**config.mk**
```make
export PLATFORM = sky130hd
export DESIGN_NAME = imem_loader_flat
export DESIGN_NICKNAME = d
export VERILOG_FILES = /design/src/rtl/imem_loader_pkg.sv /design/src/rtl/imem_loader_if.sv /design/src/rtl/imem_word_packer.sv /design/src/rtl/imem_loader.sv /design/src/flat_wrapper.sv
export SDC_FILE = /design/constraint.sdc
export NUM_CORES = 1
export LEC_CHECK = 0
export BUFFER_PORTS_ARGS = -buffer_cell sky130_fd_sc_hd__buf_4
export CAP_MARGIN = 30
export CORE_UTILIZATION = 24
export DETAILED_ROUTE_END_ITERATION = 12
export PLACE_DENSITY_LB_ADDON = 0.1
export SLEW_MARGIN = 20
export SYNTH_ARGS = -nofsm -noshare
export SYNTH_HDL_FRONTEND = slang
export SYNTH_SLANG_ARGS = --single-unit
```
**constraint.sdc**
```tcl
create_clock -name clk -period 2.6 [get_ports clk]
set_input_delay 0.52 -clock clk [delete_from_list [all_inputs] [get_ports clk]]
set_output_delay 0.52 -clock clk [all_outputs]
set_load 0.01 [all_outputs]
```
**src/rtl/imem_loader_pkg.sv**
```systemverilog
// imem_loader_pkg
//   Shared types and constants for the instruction-memory loader.
//   loader_state_t : loader FSM encoding
//   HDR_BYTES      : bytes in the little-endian word-count header
//   BYTES_PER_WORD : stream bytes assembled into one instruction word
//   word_byte_addr : word index -> word-aligned byte address
package imem_loader_pkg;

  typedef enum logic [2:0] {
    IDLE,
    HDR0,
    HDR1,
    DATA,
    CSUM,
    DONE,
    ERR
  } loader_state_t;

  localparam int HDR_BYTES      = 2;
  localparam int BYTES_PER_WORD = 4;

  // The instruction RAM decodes a[31:2], so the word index sits two bits up.
  function automatic logic [31:0] word_byte_addr(input logic [15:0] idx);
    return {14'd0, idx, 2'b00};
  endfunction

endpackage

```
**src/rtl/imem_loader_if.sv**
```systemverilog
// imem_loader_if
//   Groups the byte-stream handshake and the instruction RAM write port.
//   s_valid/s_data/s_ready : byte source -> loader (valid/ready)
//   mem_we/mem_addr/mem_wd : loader -> instruction RAM write port
//   modport master : host/byte-source side (drives stream, observes writes)
//   modport slave  : loader side
interface imem_loader_if;

  logic        s_valid;
  logic [7:0]  s_data;
  logic        s_ready;
  logic        mem_we;
  logic [31:0] mem_addr;
  logic [31:0] mem_wd;

  modport master (
    output s_valid, s_data,
    input  s_ready, mem_we, mem_addr, mem_wd
  );

  modport slave (
    input  s_valid, s_data,
    output s_ready, mem_we, mem_addr, mem_wd
  );

endinterface

```
**src/rtl/imem_word_packer.sv**
```systemverilog
// imem_word_packer
//   Assembles little-endian stream bytes into 32-bit instruction words.
//   clk, reset_n : clock, synchronous active-low reset
//   clear        : restart assembly at lane 0 (new load)
//   byte_en      : byte_in is accepted this cycle
//   byte_in      : stream byte; byte k of a word lands in bits [8k+7:8k]
//   word_out     : last completed word, held until the next one completes
//   word_valid   : one-cycle pulse the cycle after the lane-3 byte
module imem_word_packer
  import imem_loader_pkg::*;
(
  input  logic        clk,
  input  logic        reset_n,
  input  logic        clear,
  input  logic        byte_en,
  input  logic [7:0]  byte_in,
  output logic [31:0] word_out,
  output logic        word_valid
);

  localparam int LANE_W = $clog2(BYTES_PER_WORD);
  localparam int PART_W = 8 * (BYTES_PER_WORD - 1);

  logic [LANE_W-1:0] lane;
  logic [PART_W-1:0] partial;

  // Lower lanes collect in a separate partial register so word_out only
  // changes when a full word completes; the RAM write data then stays
  // stable between writes.
  always_ff @(posedge clk) begin
    if (!reset_n) begin
      lane       <= '0;
      partial    <= '0;
      word_out   <= '0;
      word_valid <= 1'b0;
    end else begin
      word_valid <= 1'b0;
      if (clear) begin
        lane    <= '0;
        partial <= '0;
      end else if (byte_en) begin
        if (lane == LANE_W'(BYTES_PER_WORD - 1)) begin
          word_out   <= {byte_in, partial};
          word_valid <= 1'b1;
          lane       <= '0;
        end else begin
          partial[8*lane +: 8] <= byte_in;
          lane                 <= lane + 1'b1;
        end
      end
    end
  end

endmodule

```
**src/rtl/imem_loader.sv**
```systemverilog
// imem_loader
//   Loads a program into the instruction RAM from a byte stream:
//   16-bit little-endian word count, then the words (little-endian).
//   Holds the CPU in reset until a load completes cleanly.
//   Parameter DEPTH : instruction RAM size in words (max loadable count)
//   clk, reset_n    : clock, synchronous active-low reset
//   start           : one-cycle pulse, begins a load from IDLE/DONE/ERR
//   bus (slave)     : s_valid/s_data/s_ready stream in,
//                     mem_we/mem_addr/mem_wd RAM write port out
//   cpu_hold        : 1 keeps the processor in reset
//   done / error    : load completed / load rejected
//   words_loaded    : words written in the current load
//   Optional macro IMEM_LOADER_CSUM_EN: a trailing XOR checksum byte
//   follows the data; mismatch ends the load in ERR.
module imem_loader
  import imem_loader_pkg::*;
#(
  parameter int DEPTH = 64
) (
  input  logic           clk,
  input  logic           reset_n,
  input  logic           start,
  imem_loader_if.slave   bus,
  output logic           cpu_hold,
  output logic           done,
  output logic           error,
  output logic [15:0]    words_loaded
);

  localparam int HDR_BITS = 8 * HDR_BYTES;
  localparam int LANE_W   = $clog2(BYTES_PER_WORD);

`ifdef IMEM_LOADER_CSUM_EN
  localparam loader_state_t AFTER_LOAD = CSUM;
`else
  localparam loader_state_t AFTER_LOAD = DONE;
`endif

  loader_state_t     state;
  loader_state_t     next_state;
  logic [HDR_BITS-1:0] count;
  logic [HDR_BITS-1:0] hdr_count;
  logic [LANE_W-1:0] phase;
  logic              accept;
  logic              start_load;
  logic              data_byte;
  logic              last_byte;
  logic              word_valid;
  logic [31:0]       word_out;
  logic [31:0]       addr_q;
`ifdef IMEM_LOADER_CSUM_EN
  logic [7:0]        csum;
`endif

  assign accept     = bus.s_valid & bus.s_ready;
  assign start_load = start && (state == IDLE || state == DONE || state == ERR);
  assign data_byte  = (state == DATA) && accept;
  assign hdr_count  = {bus.s_data, count[7:0]};

  // phase mirrors the packer's lane; words_loaded has already counted the
  // previous word by the time the next lane-3 byte can arrive.
  assign last_byte = data_byte && (phase == LANE_W'(BYTES_PER_WORD - 1)) &&
                     (words_loaded == count - 16'd1);

  imem_word_packer u_packer (
    .clk        (clk),
    .reset_n    (reset_n),
    .clear      (start_load),
    .byte_en    (data_byte),
    .byte_in    (bus.s_data),
    .word_out   (word_out),
    .word_valid (word_valid)
  );

  assign bus.mem_we   = word_valid;
  assign bus.mem_wd   = word_out;
  assign bus.mem_addr = addr_q;

  // State register
  always_ff @(posedge clk) begin
    if (!reset_n) state <= IDLE;
    else          state <= next_state;
  end

  // Next-state logic; start is only honoured when no load is in flight
  always_comb begin
    next_state = state;
    case (state)
      IDLE, DONE, ERR: if (start) next_state = HDR0;
      HDR0:            if (accept) next_state = HDR1;
      HDR1: begin
        if (accept) begin
          if (hdr_count > HDR_BITS'(DEPTH)) next_state = ERR;
          else if (hdr_count == '0)         next_state = AFTER_LOAD;
          else                              next_state = DATA;
        end
      end
      DATA:            if (last_byte) next_state = AFTER_LOAD;
`ifdef IMEM_LOADER_CSUM_EN
      CSUM: begin
        if (accept) next_state = (bus.s_data == csum) ? DONE : ERR;
      end
`endif
      default:         next_state = IDLE;
    endcase
  end

  // Outputs are pure state decodes; s_ready never looks at s_valid
  always_comb begin
    bus.s_ready = (state == HDR0) || (state == HDR1) ||
                  (state == DATA) || (state == CSUM);
    done        = (state == DONE);
    error       = (state == ERR);
    cpu_hold    = (state != DONE);
  end

  // Header capture, word address and progress counters. The address is
  // latched with the lane-3 byte so it lines up with the packer's
  // registered word; words_loaded steps as the write is issued.
  always_ff @(posedge clk) begin
    if (!reset_n) begin
      count        <= '0;
      phase        <= '0;
      words_loaded <= '0;
      addr_q       <= '0;
`ifdef IMEM_LOADER_CSUM_EN
      csum         <= '0;
`endif
    end else if (start_load) begin
      phase        <= '0;
      words_loaded <= '0;
`ifdef IMEM_LOADER_CSUM_EN
      csum         <= '0;
`endif
    end else begin
      if (state == HDR0 && accept) count[7:0]  <= bus.s_data;
      if (state == HDR1 && accept) count[15:8] <= bus.s_data;
      if (data_byte) begin
        phase <= phase + 1'b1;
        if (phase == LANE_W'(BYTES_PER_WORD - 1))
          addr_q <= word_byte_addr(words_loaded);
      end
      if (word_valid) words_loaded <= words_loaded + 16'd1;
`ifdef IMEM_LOADER_CSUM_EN
      if (accept && (state == HDR0 || state == HDR1 || state == DATA))
        csum <= csum ^ bus.s_data;
`endif
    end
  end

endmodule
```
**src/flat_wrapper.sv**
```systemverilog
// flat-port wrapper written by rule: the top's interface ports become plain ports
module imem_loader_flat import imem_loader_pkg::*;
#(
  parameter int DEPTH = 64
)
  (clk, reset_n, start, cpu_hold, done, error, words_loaded, bus_s_valid, bus_s_data, bus_s_ready, bus_mem_we, bus_mem_addr, bus_mem_wd);
  imem_loader_if bus_i ();
  input  logic clk;
  input  logic reset_n;
  input  logic start;
  output logic cpu_hold;
  output logic done;
  output logic error;
  output logic [15:0] words_loaded;
  input wire logic [$bits(bus_i.s_valid)-1:0] bus_s_valid;
  input wire logic [$bits(bus_i.s_data)-1:0] bus_s_data;
  output wire logic [$bits(bus_i.s_ready)-1:0] bus_s_ready;
  output wire logic [$bits(bus_i.mem_we)-1:0] bus_mem_we;
  output wire logic [$bits(bus_i.mem_addr)-1:0] bus_mem_addr;
  output wire logic [$bits(bus_i.mem_wd)-1:0] bus_mem_wd;
  assign bus_i.s_valid = bus_s_valid;
  assign bus_i.s_data = bus_s_data;
  assign bus_s_ready = bus_i.s_ready;
  assign bus_mem_we = bus_i.mem_we;
  assign bus_mem_addr = bus_i.mem_addr;
  assign bus_mem_wd = bus_i.mem_wd;
  imem_loader #(.DEPTH(DEPTH)) u_core (.clk(clk), .reset_n(reset_n), .start(start), .bus(bus_i), .cpu_hold(cpu_hold), .done(done), .error(error), .words_loaded(words_loaded));
endmodule
```
==> results_dict.tcl <==
set metrics [dict create \
    drt-total-wl_mm 14.5 \
    initial_core_util_pct 24.7 \
    cp.required_ps 2880 \
    pwr-share-seq_pct 48.9 \
    ctsHoldBuffers 0 \
    slew_viol_final 0 \
    comb_power_share_pct 14.8 \
    cts_root_buffer "clkbuf_16" \
    critPathCaptureType "flip-flop" \
    startpoint_type "flip-flop" \
    synth_ff_type "dfxtp_1" \
    n_antenna_cell 0 \
    drv_cap 0 \
    ys.warnings.count 0 \
    gp_congestion 0.868 \
    gr-usage-all-layers_pct 13.6 \
    clockBufferDepth 2 \
    synth-seq-cells 112 \
    dr_total_vias 4462 \
    hp-start "u_core.u_packer.partial[11]$_SDFFE_PP0P_" \
    worstPathArrival_ps 2690 \
    avgSynthCellArea_um2 8.04 \
    rows 53 \
    viasPerCell 4.48 \
    cts_max_level 3 \
    swShare_pct 28.0 \
    area_growth_pct 20.4 \
    status "completed" \
    synth_compound_area_share_pct 15.7 \
    grt_remaining_overflow 0 \
    crit_fanout 8 \
    synth_top_family_by_area "simple AND/OR/NAND/NOR gates" \
    dieHeight_um 150 \
    hp-class "flip-flop to flip-flop" \
    min_period_ps 2400 \
    placed_area_um2 6030 \
    core_region_area_um2 21200 \
    n_fill_cell 2326 \
    final_area_um2 6300 \
    rsz0062_at_grt "no" \
    holdPathEnd "u_core.u_packer.partial[11]$_SDFFE_PP0P_" \
    clk_pin_slew_ps 70 \
    synth-simple-area-share_pct 25.6 \
    die_w_um 150 \
    grt_max_degree 46 \
    period_share_pct 92.5 \
    relSlewSlack_pct 58.5 \
    setup-tns-final_ps 0 \
    drive_above_1_share_pct 15.6 \
    grt.met2_usage_pct 23.7 \
    first_pass_iters 4 \
    final_cell_mix "nand2_1, dfxtp_1, buf_4" \
    grt_pass1_vias 4440 \
    rr_worst_depth 9 \
    die-area_um2 22400 \
    p_int_uw 2620 \
    port_buffers 80 \
    reg2reg_to "u_core.state[2]$_SDFFE_PN0P_" \
    final_common_cell "nand2_1" \
    antenna_found_initial 0 \
    busiest_layer "met2" \
    hold_depth 2 \
    dp_hpwl_mm 10.2 \
    detail-route-antenna-nets 0 \
    grt_pass1_wl_mm 23.5 \
    drc_errors 0 \
    finClkSkew_ps 6.44 \
    crit_type "flip-flop to flip-flop" \
    p_sw_uw 1020 \
    synth_fa_ha_area_share_pct 2.15 \
    ys_types 47 \
    synth_edf_count 0 \
    p_per_area_nw_per_um2 576 \
    synth_xor_area_share_pct 6.52 \
    r2r_start "u_core.count[0]$_SDFFE_PN0P_" \
    grt_use_met1_pct 16.5 \
    clockPowerShare_pct 36.3 \
    wl_per_cell_um 14.6 \
    hold_viol 0 \
    met3_usage_pct 2.65 \
    ios 97 \
    max_freq_ghz 0.416 \
    peakVddDrop_v 0.000313 \
    clk_latency_ps 350 \
    cts_buffers 9 \
    rrSetupSlack_ps 200 \
    drt_iter0_markers 209 \
    tritoncts "done" \
    synth_area_um2 5240 \
    cts_num_sinks 112 \
    finalSetupViolations 0 \
    nets 736 \
    p_leak_uw 0.00228 \
    ys_seq_area_share_pct 42.8 \
    synthesis.instances 651 \
    worst_pin_slew_ps 621 \
    synth.mux.area_fraction_pct 0.382 \
    synthArstFlopShare_pct 0 \
]
## sequential cells by signal, indices dropped and copies added (netlist names)
| name | count |
|---|---|
| u_core.state | 3 |
| u_core.count | 16 |
| u_core.u_packer.word_out | 32 |
| u_core.u_packer.partial | 24 |
| u_core.u_packer.lane | 2 |
| u_core.u_packer.word_valid | 1 |
| u_core.bus.mem_addr | 16 |
| u_core.phase | 2 |
| u_core.words_loaded | 16 |
## worst max-delay path by stage
stage                                             from                           end  slack (ps)  cells past startpoint
after floorplan           u_core.count[0]$_SDFFE_PN0P_  u_core.state[2]$_SDFFE_PN0P_         320                     10
after CTS                 u_core.count[0]$_SDFFE_PN0P_  u_core.state[2]$_SDFFE_PN0P_         130                      9
after global routing      u_core.count[0]$_SDFFE_PN0P_  u_core.state[2]$_SDFFE_PN0P_          30                      9
after global placement    u_core.count[0]$_SDFFE_PN0P_  u_core.state[2]$_SDFFE_PN0P_         260                      9
after detailed placement  u_core.count[0]$_SDFFE_PN0P_  u_core.state[2]$_SDFFE_PN0P_         160                      9
final                     u_core.count[0]$_SDFFE_PN0P_  u_core.state[2]$_SDFFE_PN0P_         200                      9
## synthesized netlist by cell type, types with 4 or more instances
cell type | count | area (um2)
nand2_1 | 180 | 676
dfxtp_1 | 112 | 2240
a21boi_0 | 65 | 488
nor2_1 | 39 | 146
nand3_1 | 38 | 190
a21oi_1 | 32 | 160
clkbuf_1 | 32 | 120
xnor2_1 | 24 | 210
buf_4 | 18 | 135
xor2_1 | 15 | 131
inv_1 | 10 | 37.5
ha_1 | 9 | 113
and2_1 | 6 | 37.5
nand4_1 | 6 | 37.5
nor3_1 | 6 | 30.0
o21ai_0 | 6 | 30.0
nor4_1 | 5 | 31.3
nor3b_1 | 4 | 30.0
o31ai_1 | 4 | 30.0
## cells by family (layout without fill, tap and decap cells)
kind of cell | Yosys count | in the layout
simple gates | 302 | 302
other cells | 1 | 16
xor+xnor | 39 | 39
fa+ha+maj | 9 | 9
mux | 2 | 2
compound gates | 120 | 120
flops | 112 | 112
buf+inv | 66 | 120
## what timing repair did
item                                    CTS  global route
buffers inserted                          0             1
endpoints found under the setup margin    0             2
endpoints found under the hold margin     0             0
resized for setup                         0             1
## cell type report
| cell class | instances | area [um2] | share of cell area, % |
|---|---|---|---|
| clock buffer | 13 | 240 | 3.81 |
| clock inverter | 3 | 25.0 | 0.397 |
| inverter | 10 | 37.5 | 0.595 |
| multi-input combinational | 488 | 2700 | 42.8 |
| sequential | 112 | 2240 | 35.6 |
| tap | 275 | 344 | 5.46 |
| timing repair buffer | 94 | 718 | 11.4 |
## metal layers
metal | up-vias | wire length [um]
li1 | 2256 | -
met2 | 101 | 7100
met1 | 2087 | 6560
met4 | 0 | 285
met5 | - | 0
met3 | 18 | 597
## power by group through the flow
stage | clock network (uW) | registers (uW) | logic (uW)
CTS | 1370 | 1780 | 539
global route | 1450 | 1780 | 600
finish | 1320 | 1780 | 538
global placement | 0 | 1820 | 534
floorplan | 0 | 1800 | 410
detailed placement | 0 | 1820 | 536
## through the flow
stage               total power (uW)  hold slack, ps  cells  worst slack [ps]  util (%)
floorplan                       2210             432    666               322         -
global placement                2350             443    978               258      28.4
detailed placement              2350             446    978               161      28.4
CTS                             3690             458    994               129      29.7
global route                    3830             474    995              27.8      29.7
finish                          3630             453    995               196      29.7
## critical path, stage by stage (launching register included)
cell and delay (ps):
dfxtp_1 380, inv_1 110, ha_2 220, nor3b_4 280, nand3_2 140, or3b_1 410
a211oi_2 230, o2111ai_1 170, o21ai_2 190, mux2i_1 200
No activity file was read; power rests on OpenSTA's default activity.
